[src/rtl/setting_cmd_decoder.sv]
// Decodes short ASCII frames (OP IDX TERM, or 'X' TERM) from a byte stream
// into one-cycle turnOn/turnOff/toggle pulse vectors plus a per-frame ack/err.
module setting_cmd_decoder #(
  parameter int NUM_SETTINGS   = 8,
  parameter int TIMEOUT_CYCLES = 1000000
) (
  input  logic                    clk,
  input  logic                    rst_n,
  input  logic [7:0]              rxData,
  input  logic                    rxValid,
  output logic [NUM_SETTINGS-1:0] turnOn,
  output logic [NUM_SETTINGS-1:0] turnOff,
  output logic [NUM_SETTINGS-1:0] toggle,
  output logic                    cmdAck,
  output logic                    cmdErr
);

  localparam int CW = $clog2(TIMEOUT_CYCLES) + 1;
  localparam logic [CW-1:0] LIMIT = CW'(TIMEOUT_CYCLES - 1);

  typedef enum logic [1:0] {IDLE, WAIT_IDX, WAIT_TERM} state_t;
  typedef enum logic [1:0] {OP_ON, OP_OFF, OP_TOG} op_t;

  state_t                  state, state_n;
  op_t                     op, op_n;
  logic [NUM_SETTINGS-1:0] mask, mask_n;
  logic [CW-1:0]           cnt, cnt_n;
  logic [NUM_SETTINGS-1:0] on_n, off_n, tog_n;
  logic                    ack_n, err_n;
  logic [NUM_SETTINGS-1:0] onehot;
  logic                    is_term, timed_out;

  // One-hot index decode; an all-zero result means the byte is not a legal index.
  always_comb begin
    onehot = '0;
    for (int i = 0; i < NUM_SETTINGS; i++)
      onehot[i] = (rxData == 8'(48 + i));
  end

  assign is_term   = (rxData == 8'h0A) || (rxData == 8'h0D);
  // A byte in the limit cycle wins over the timeout, so only idle cycles expire.
  assign timed_out = !rxValid && (cnt == LIMIT);

  // Next-state, latched frame fields and next registered pulses.
  always_comb begin
    state_n = state;
    op_n    = op;
    mask_n  = mask;
    cnt_n   = '0;
    on_n    = '0;
    off_n   = '0;
    tog_n   = '0;
    ack_n   = 1'b0;
    err_n   = 1'b0;
    case (state)
      IDLE: begin
        if (rxValid) begin
          case (rxData)
            8'h4E: begin op_n = OP_ON;  state_n = WAIT_IDX; end
            8'h46: begin op_n = OP_OFF; state_n = WAIT_IDX; end
            8'h54: begin op_n = OP_TOG; state_n = WAIT_IDX; end
            8'h58: begin op_n = OP_OFF; mask_n = '1; state_n = WAIT_TERM; end
            default: ; // terminators and garbage are dropped silently
          endcase
        end
      end
      WAIT_IDX: begin
        if (rxValid) begin
          if (|onehot) begin
            mask_n  = onehot;
            state_n = WAIT_TERM;
          end else begin
            err_n   = 1'b1;
            state_n = IDLE;
          end
        end else if (timed_out) begin
          err_n   = 1'b1;
          state_n = IDLE;
        end else begin
          cnt_n = cnt + 1'b1;
        end
      end
      WAIT_TERM: begin
        if (rxValid) begin
          state_n = IDLE;
          if (is_term) begin
            ack_n = 1'b1;
            case (op)
              OP_ON:   on_n  = mask;
              OP_OFF:  off_n = mask;
              OP_TOG:  tog_n = mask;
              default: ;
            endcase
          end else begin
            err_n = 1'b1;
          end
        end else if (timed_out) begin
          err_n   = 1'b1;
          state_n = IDLE;
        end else begin
          cnt_n = cnt + 1'b1;
        end
      end
      default: state_n = IDLE;
    endcase
  end

  // State, frame fields, timeout counter and pulse outputs; reset drops any partial frame.
  always_ff @(posedge clk) begin
    if (!rst_n) begin
      state   <= IDLE;
      op      <= OP_ON;
      mask    <= '0;
      cnt     <= '0;
      turnOn  <= '0;
      turnOff <= '0;
      toggle  <= '0;
      cmdAck  <= 1'b0;
      cmdErr  <= 1'b0;
    end else begin
      state   <= state_n;
      op      <= op_n;
      mask    <= mask_n;
      cnt     <= cnt_n;
      turnOn  <= on_n;
      turnOff <= off_n;
      toggle  <= tog_n;
      cmdAck  <= ack_n;
      cmdErr  <= err_n;
    end
  end

endmodule

[config.mk]
export PLATFORM = sky130hd
export DESIGN_NAME = setting_cmd_decoder
export DESIGN_NICKNAME = d
export VERILOG_FILES = /design/src/rtl/setting_cmd_decoder.sv
export SDC_FILE = /design/constraint.sdc
export NUM_CORES = 1
export LEC_CHECK = 0
export ABC_AREA = 0
export CAP_MARGIN = 25
export CORE_AREA = 2 2 82 84
export DETAILED_ROUTE_END_ITERATION = 7
export DIE_AREA = 0 0 84 86
export PLACE_DENSITY_LB_ADDON = 0.15
export SLEW_MARGIN = 10
export SYNTH_ARGS = -nofsm -noshare
export SYNTH_HDL_FRONTEND = slang
export SYNTH_SLANG_ARGS = --single-unit
[constraint.sdc]
create_clock -name clk -period 5.4 [get_ports clk]
set_clock_uncertainty 0.15 [all_clocks]
set_input_delay 1.62 -clock clk [delete_from_list [all_inputs] [get_ports clk]]
set_output_delay 1.62 -clock clk [all_outputs]
set_load 0.005 [all_outputs]
=== Word-level counts from Yosys, hierarchy flattened ===
Cells that the tools add are included.

* Word-level logic and storage cells: 75
* Output and inout port bits: 26
* Input bits: 11
* Flip-flop bits (word level): 59

* Add/sub/neg operators: 1
* Bitwise operators: 2
* Muxes and demuxes: 20
* Reduce and logical (&&, ||, !) cells: 19
* Equal/unequal tests: 24

{| class="wikitable"
|+ Operators by type and width
! kind !! number
|-
| == test 8 x 6 -> 1 bit, second input constant || 8
|-
| == test 8 x 7 -> 1 bit, second input constant || 4
|-
| 2-to-1 mux 8 bit || 4
|-
| adder 21 x 1 -> 21 bit, second input constant || 1
|-
| == test 21 x 20 -> 1 bit, second input constant || 1
|-
| AND reduction 5 bit || 4
|-
| == test 8 x 4 -> 1 bit, second input constant || 2
|-
| one-hot mux 8 bit (2 select lines) || 1
|-
| one-hot mux 2 bit (3 select lines) || 2
|-
| 2-to-1 mux 2 bit || 5
|-
| OR reduction 8 bit || 1
|-
| 2-to-1 mux 1 bit || 6
|-
| != test 2 bit, second input constant || 3
|-
| AND reduction 3 bit || 2
|-
| == test 2 x 1 -> 1 bit, second input constant || 2
|-
| == test 2 bit, second input constant || 2
|-
| logical NOT 2 bit || 2
|-
| one-hot mux 2 bit (2 select lines) || 1
|-
| OR reduction 2 bit || 2
|-
| OR reduction 4 bit || 1
|-
| != test 3 x 2 -> 1 bit, second input constant || 1
|-
| nonzero test 3 bit || 1
|-
| OR reduction 3 bit || 1
|-
| != test 2 x 1 -> 1 bit, second input constant || 1
|-
| other kinds (7) || 8
|}

=== Depth between registers and ports, before layout ===
Gate-level depths: netlist (run 1).

* Depth after elaboration: 5
* Depth in mapped cells: 7
* Mapped depth without buffers: 7

=== Worst setup path after synthesis (run 1) ===
Ideal clock, no wire load.

* Path kind: input port to flip-flop
* Start: input port rxData[7]
* End: register mask[0]
* Path slack: 2.378 ns
* Stages on the path: 5
* Buffers on the path: 0
* Required time: 5.134 ns
* Library setup time: 0.116 ns
* Arrival: 2.756 ns
* Path through: and4bb_2 a21boi_1 nor3_4 o211ai_1 o211a_1

* Longest elaborated chain between the ends: 4
* Elaborated cells on any way between the ends: 16
* Classes of those cells: eq/ne: 11; mux: 3; reduce/logical: 2

{| class="wikitable"
|+ Ends and longest elaborated chain
! item !! RTL line !! RTL
|-
| start: declaration || 9 || <nowiki>input logic [7:0] rxData,</nowiki>
|-
| == test 8 x 6 -> 1 bit || 37 || <nowiki>onehot[i] = (rxData == 8'(48 + i));</nowiki>
|-
| OR reduction 8 bit / 2-to-1 mux 8 bit (equally long branches) || 69 || <nowiki>if (|onehot) begin</nowiki>
|-
| != test 2 bit (no line) / 2-to-1 mux 8 bit (equally long branches) || n/a ||
|-
| AND reduction 5 bit (no line) / one-hot mux 8 bit (2 select lines) (equally long branches) || n/a ||
|-
| end signal: assignment || 123 || <nowiki>mask <= mask_n;</nowiki>
|-
| end: declaration || 26 || <nowiki>logic [NUM_SETTINGS-1:0] mask, mask_n;</nowiki>
|}

Several ways; a longest one is shown, not always the timed one. The select of a mux whose other input is x is not followed.
A chain may end at the register's enable or synchronous reset.

=== Worst setup path after layout (run 1) ===
* Start: input port rxData[2]
* End: register mask[6]

Same word-level chain as after synthesis.

==> run metrics, run 1 <==
result of the run=complete, no violations; Post-Synthesis Net Count=278; Pins Over Slew Limit=0; headroom to the max-slew limit=0.494; total of warnings raised by yosys=0; die extent in x=84 µm; Antenna Nets Post-Route=0; most used flip-flop cell after synthesis=sky130_fd_sc_hd__dfxtp_1; VDD IR max=0.000174 V; worst hold slack across all endpoints=0.317 ns; largest family of logic cells by synthesized area=simple AND/OR/NAND/NOR gates; number of nets in the layout=319; hold path startpoint=cnt[0]$_SDFF_PP0_; compound-gate portion of the synthesized area=0.0768; detailed-route wire length=4.86 mm; insertion delay of the later-clocked pin in the worst-skew pair=0.33 ns; register bit count reported by yosys=59; via count of the first global-routing pass=1767; global placement routability congestion=0.830; Critical R2R Launch=cnt[6]$_SDFF_PP0_; Post-DP HPWL=3.51 mm; die height=86 µm; CTS HTree Levels=3; number of instances in the synthesized netlist=262; Setup Crit Path Kind=input pin to flip-flop; Finish-stage setup viols=0; share of synthesized registers carrying an async set or reset=0; xor and xnor area share after synthesis=0.0672; count of maximum capacitance violations=0; arithmetic-cell share of the synthesized area counting full adders, half adders and majority gates=0.0253; TritonCTS clock tree=built; post-synth cell types=49; placement-stage worst setup slack=1.59 ns; total of buffers placed on input and output ports=36; total global routing track utilization=0.144; number of DRC markers in iteration 0=108; Worst Setup Start Kind=input pin; Num Clock Sinks=59; average footprint of a synthesized cell=9.45 µm²; first-pass GRT wire length=8.09 mm; Power, Total=0.915 mW; actual slew at the worst max-slew pin=0.756 ns; type of element capturing the critical path=flip-flop; average wire length per cell after detail routing=12.6 µm; start point of the critical path=rxData[2]; setup_tns=0 ns; Core ar.=6280 µm²; clock tree root driver cell=sky130_fd_sc_hd__clkbuf_8; hold crit path type=flip-flop to flip-flop; Leakage Power=1.09 nW; Data required, critical path=5.47 ns; CTS clk-pin slew, worst paths=0.07 ns; number of buffers inserted to repair setup after CTS=0; EDFF count, synth=0; simple logic cell fraction of the synthesized area=0.294; min cycle time layout=3.49 ns; antenna cell count=0; maximum root-to-sink buffer count=2; number of I/O pins=37; post-CTS resize count=0; layout-stage area growth over the synthesis result=26.2%; fmax=0.286 GHz; filler instances=582; power density over the cells=293 nW/µm²; overall via count from detail_route=1878; total iterations of the first detailed-routing run=4; number of buffers added to fix hold violations after cts=0; largest fanout of any net on the critical path=11; share of post-route cells with drive strength above 1=0.0974; total overflow reported by the global router=0; detailed-route vias per instance=4.88; pin count of the biggest net entering global routing=22; proportion of synthesized chip area in sequential cells=0.477; post-synth design cell area=2480 µm²; CTS Buf Count=9; proportion of synthesized area in mux cells=0.0283; post-detailed-route DRC marker count=0; starting utilization of the core area=0.394; final worst path period share=0.647; site row count=29; Arr. time, crit path=3.56 ns; Final Hold Fails=0; Die ar.=7220 µm²; unrepaired setup endpoints after global routing=false; worst setup slack after layout=1.91 ns; initial antenna violation count=0
==> critical path: stages <==
cell	delay [ns]
sky130_fd_sc_hd__clkdlybuf4s50_1	0.60
sky130_fd_sc_hd__nor4b_2	0.35
sky130_fd_sc_hd__a21boi_1	0.19
sky130_fd_sc_hd__nor3_4	0.49
sky130_fd_sc_hd__mux2i_1	0.26
sky130_fd_sc_hd__nor2_1	0.05
==> path summary, 6_finish.rpt <==
kind | slack (ns) | endpoint | depth (start not counted)
setup / recovery | 1.91 | mask[6]$_SDFFE_PN0P_ | 6
hold / removal | 0.32 | cnt[0]$_SDFF_PP0_ | 1
setup reg to reg | 3.09 | cnt[16]$_SDFF_PP0_ | 5
hold reg to reg | 0.32 | cnt[0]$_SDFF_PP0_ | 1
==> per-layer routing <==
metal | routed length [µm] | global-route usage
met5 | 0 | 0
met4 | 65 | 0.103
met3 | 225 | 0.0318
met2 | 2320 | 0.227
met1 | 2240 | 0.174
==> state kept, by name, indices dropped and copies added, names as in the netlist <==
| name | cells |
|---|---|
| state | 2 |
| turnOn | 8 |
| turnOff | 8 |
| op | 2 |
| cnt | 21 |
| cmdAck | 1 |
| toggle | 8 |
| cmdErr | 1 |
| mask | 8 |
==> layout make-up <==
class | count | area [µm²] | share of cell area
Clock inverter | 7 | 98.8 | 0.0316
Sequential cell | 59 | 1180 | 0.378
Inverter | 13 | 48.8 | 0.0156
Multi-Input combinational cell | 184 | 1220 | 0.389
Tap cell | 77 | 96.3 | 0.0308
Clock buffer | 9 | 124 | 0.0396
Timing Repair Buffer | 36 | 360 | 0.115
==> cell families (layout without fill, tap and decap cells) <==
family / Yosys count / count (layout)
multiplexers: 7 / 7
flip-flops: 59 / 59
AND/OR/NAND/NOR: 125 / 125
adder cells (fa/ha/maj): 5 / 5
buffers and inverters: 19 / 65
AO/OA/AOI/OAI: 28 / 28
XOR/XNOR: 19 / 19
==> cell usage in the layout, fill, tap and decap left out, drive strengths merged, types with 5 or more instances in the layout <==
master          n
dfxtp          59
and2           25
xnor2          10
o21ai           8
nand3          14
mux2i           7
inv            14
ha              5
clkdlybuf4s50  36
nor2           36
nor3            7
nand4           6
clkbuf          9
nand2          13
xor2            9
==> per-stage QoR <==
step	instance area [µm²]	instances	utilization
finish	3130	385	0.498
global route	3130	385	0.498
CTS	3130	385	0.498
detailed placement	2900	369	0.462
global placement	2900	369	0.462
floorplan	2480	262	-
==> where the power goes <==
| part | switching [mW] | leakage, nW | internal (mW) |
|---|---|---|---|
| logic | 0.0167 | 0.501 | 0.0130 |
| clock network | 0.186 | 0.110 | 0.263 |
| registers | 0.00130 | 0.475 | 0.436 |
==> cells in the mapped netlist (2+ instances only) <==
master,n,area (µm²)
sky130_fd_sc_hd__nor3b_2,2,25.0
sky130_fd_sc_hd__buf_4,2,15.0
sky130_fd_sc_hd__mux2i_1,7,70.1
sky130_fd_sc_hd__o31ai_1,2,15.0
sky130_fd_sc_hd__and3_1,3,18.8
sky130_fd_sc_hd__dfxtp_1,59,1180
sky130_fd_sc_hd__nor2_1,36,135
sky130_fd_sc_hd__nand2b_1,3,18.8
sky130_fd_sc_hd__clkbuf_1,4,15.0
sky130_fd_sc_hd__ha_1,5,62.6
sky130_fd_sc_hd__xor2_1,9,78.8
sky130_fd_sc_hd__o211a_1,2,20.0
sky130_fd_sc_hd__a31oi_1,2,12.5
sky130_fd_sc_hd__and4_1,2,17.5
sky130_fd_sc_hd__nand4_1,6,37.5
sky130_fd_sc_hd__a21boi_1,2,15.0
sky130_fd_sc_hd__nand2_1,13,48.8
sky130_fd_sc_hd__o21ai_0,7,35.0
sky130_fd_sc_hd__o211ai_1,2,15.0
sky130_fd_sc_hd__nor3_2,5,50.1
sky130_fd_sc_hd__and2_1,25,156
sky130_fd_sc_hd__inv_1,12,45.0
sky130_fd_sc_hd__nor2b_1,2,12.5
sky130_fd_sc_hd__a21oi_1,3,15.0
sky130_fd_sc_hd__nand3_1,14,70.1
sky130_fd_sc_hd__xnor2_1,10,87.6
Power figures use the tool's default switching activity.
==> run 2: changes to the inputs <==
==> constraint.sdc (replaced) <==
create_clock -name clk -period 3.48 [get_ports clk]
set_clock_uncertainty 0.15 [all_clocks]
set_input_delay 1.044 -clock clk [delete_from_list [all_inputs] [get_ports clk]]
set_output_delay 1.044 -clock clk [all_outputs]
set_load 0.005 [all_outputs]
==> run metrics, run 2 (synthesis results as in run 1) <==
die height=86 µm (unchanged); number of I/O pins=37 (unchanged); insertion delay of the later-clocked pin in the worst-skew pair=0.35 ns (+0.02 ns); setup_tns=0 ns (unchanged); Setup Crit Path Kind=input pin to flip-flop; result of the run=complete, no violations; initial antenna violation count=0 (unchanged); detailed-route vias per instance=4.91 (+0.66%); type of element capturing the critical path=flip-flop; fin area=3130 µm² (+0.28%); total overflow reported by the global router=0 (unchanged); overall via count from detail_route=1910 (+1.7%); number of buffers inserted to repair setup after CTS=0 (unchanged); headroom to the max-slew limit=0.603 (+0.108); share of post-route cells with drive strength above 1=0.109 (+0.0116); min cycle time layout=2.82 ns; average wire length per cell after detail routing=12.8 µm (+1.8%); unrepaired setup endpoints after global routing=false; actual slew at the worst max-slew pin=0.591 ns (-0.165 ns); total global routing track utilization=0.150 (+0.00613); power density over the cells=432 nW/µm² (+47%); via count of the first global-routing pass=1749 (-1.0%); VDD IR max=0.000166 V (-4.7%); Leakage Power=1.10 nW (+0.84%); Power, Total=1.35 mW (+48%); number of DRC markers in iteration 0=132 (+22%); clock tree root driver cell=sky130_fd_sc_hd__clkbuf_8; detailed-route wire length=5.00 mm (+2.9%); Data required, critical path=3.56 ns (-1.91 ns); number of nets in the layout=323 (+1.3%); CTS Buf Count=9 (unchanged); TritonCTS clock tree=built; post-place instance area=2930 µm² (+1.0%); Finish-stage setup viols=0 (unchanged); antenna cell count=0 (unchanged); Core ar.=6280 µm² (unchanged); post-CTS resize count=0 (unchanged); flip-flop count of the largest register after layout=21 (unchanged); count of maximum capacitance violations=0 (unchanged); final worst path period share=0.809; Antenna Nets Post-Route=0 (unchanged); Die ar.=7220 µm² (unchanged); CTS clk-pin slew, worst paths=0.07 ns (about the same); starting utilization of the core area=0.394 (unchanged); die extent in x=84 µm (unchanged); most frequent cells in the layout=sky130_fd_sc_hd__dfxtp_1, sky130_fd_sc_hd__nor2_1, sky130_fd_sc_hd__clkdlybuf4s50_1, sky130_fd_sc_hd__and2_1, sky130_fd_sc_hd__nand3_1; first-pass GRT wire length=8.27 mm (+2.1%); R2R Setup Slk=1.39 ns (-1.70 ns); site row count=29 (unchanged); Pins Over Slew Limit=0 (unchanged); most common library cell in the layout ignoring fill and taps=sky130_fd_sc_hd__dfxtp_1; Num Clock Sinks=59 (unchanged); CTS HTree Levels=3 (unchanged); Arr. time, crit path=2.90 ns (-0.66 ns); total of buffers placed on input and output ports=36 (unchanged); maximum root-to-sink buffer count=2 (unchanged); Worst Setup Start Kind=input pin; layout-stage area growth over the synthesis result=26.6%; register with the most flip-flops=cnt; post-detailed-route DRC marker count=0 (unchanged); pin count of the biggest net entering global routing=22 (unchanged); total iterations of the first detailed-routing run=4 (unchanged); placement-stage worst setup slack=0.303 ns (-1.28 ns); global placement routability congestion=0.854 (+2.8%); largest fanout of any net on the critical path=11 (unchanged); hold crit path type=flip-flop to flip-flop; Post-DP HPWL=3.69 mm (+5.2%); worst setup slack after layout=0.663 ns (-1.24 ns); Final Hold Fails=0 (unchanged); number of buffers added to fix hold violations after cts=0 (unchanged); fmax=0.355 GHz
==> run 2: layer usage <==
layer	share of wire	global-route usage	wire length [µm]	vias up
li1	-	-	-	986
met1	0.47	0.190	2360	864
met2	0.44	0.224	2220	49
met3	0.065	0.0491	326	11
met4	0.018	0.0880	92	0
met5	0	0	0	-
==> run 2: final cells by class <==
class | count | area, µm²
Timing Repair Buffer | 40 | 390
Fill cell | 587 | 3140
Clock buffer | 9 | 124
Tap cell | 77 | 96.3
Sequential cell | 59 | 1180
Inverter | 13 | 48.8
Clock inverter | 7 | 77.6
Multi-Input combinational cell | 184 | 1220
==> run 2: path summary, 6_finish.rpt <==
| check | cells after the start | end | start |
|---|---|---|---|
| setup / recovery | 6 | state[1]$_SDFFE_PN0P_ | rxData[2] |
| hold / removal | 1 | cnt[0]$_SDFF_PP0_ | cnt[0]$_SDFF_PP0_ |
| setup reg to reg | 6 | cnt[7]$_SDFF_PP0_ | cnt[7]$_SDFF_PP0_ |
| hold reg to reg | 1 | cnt[0]$_SDFF_PP0_ | cnt[0]$_SDFF_PP0_ |
==> run 2: worst max-delay path, cell delays in order <==
cell	delay, ns
sky130_fd_sc_hd__clkdlybuf4s50_1	0.60
sky130_fd_sc_hd__nor4b_2	0.38
sky130_fd_sc_hd__a21boi_1	0.20
sky130_fd_sc_hd__a32oi_1	0.32
sky130_fd_sc_hd__a21boi_1	0.27
sky130_fd_sc_hd__o31ai_1	0.09
==> run 2: power by group <==
| group | total, mW | switching (mW) | internal [mW] |
|---|---|---|---|
| clock | 0.626 | 0.292 | 0.334 |
| combinational | 0.0480 | 0.0261 | 0.0219 |
| sequential | 0.679 | 0.00213 | 0.677 |
==> run 2: metrics by stage <==
step	util	hold slack (ns)	cells
floorplan	-	0.280	262
global placement	0.467	0.293	373
detailed placement	0.467	0.307	373
CTS	0.499	0.323	389
global route	0.499	0.345	389
finish	0.499	0.317	389
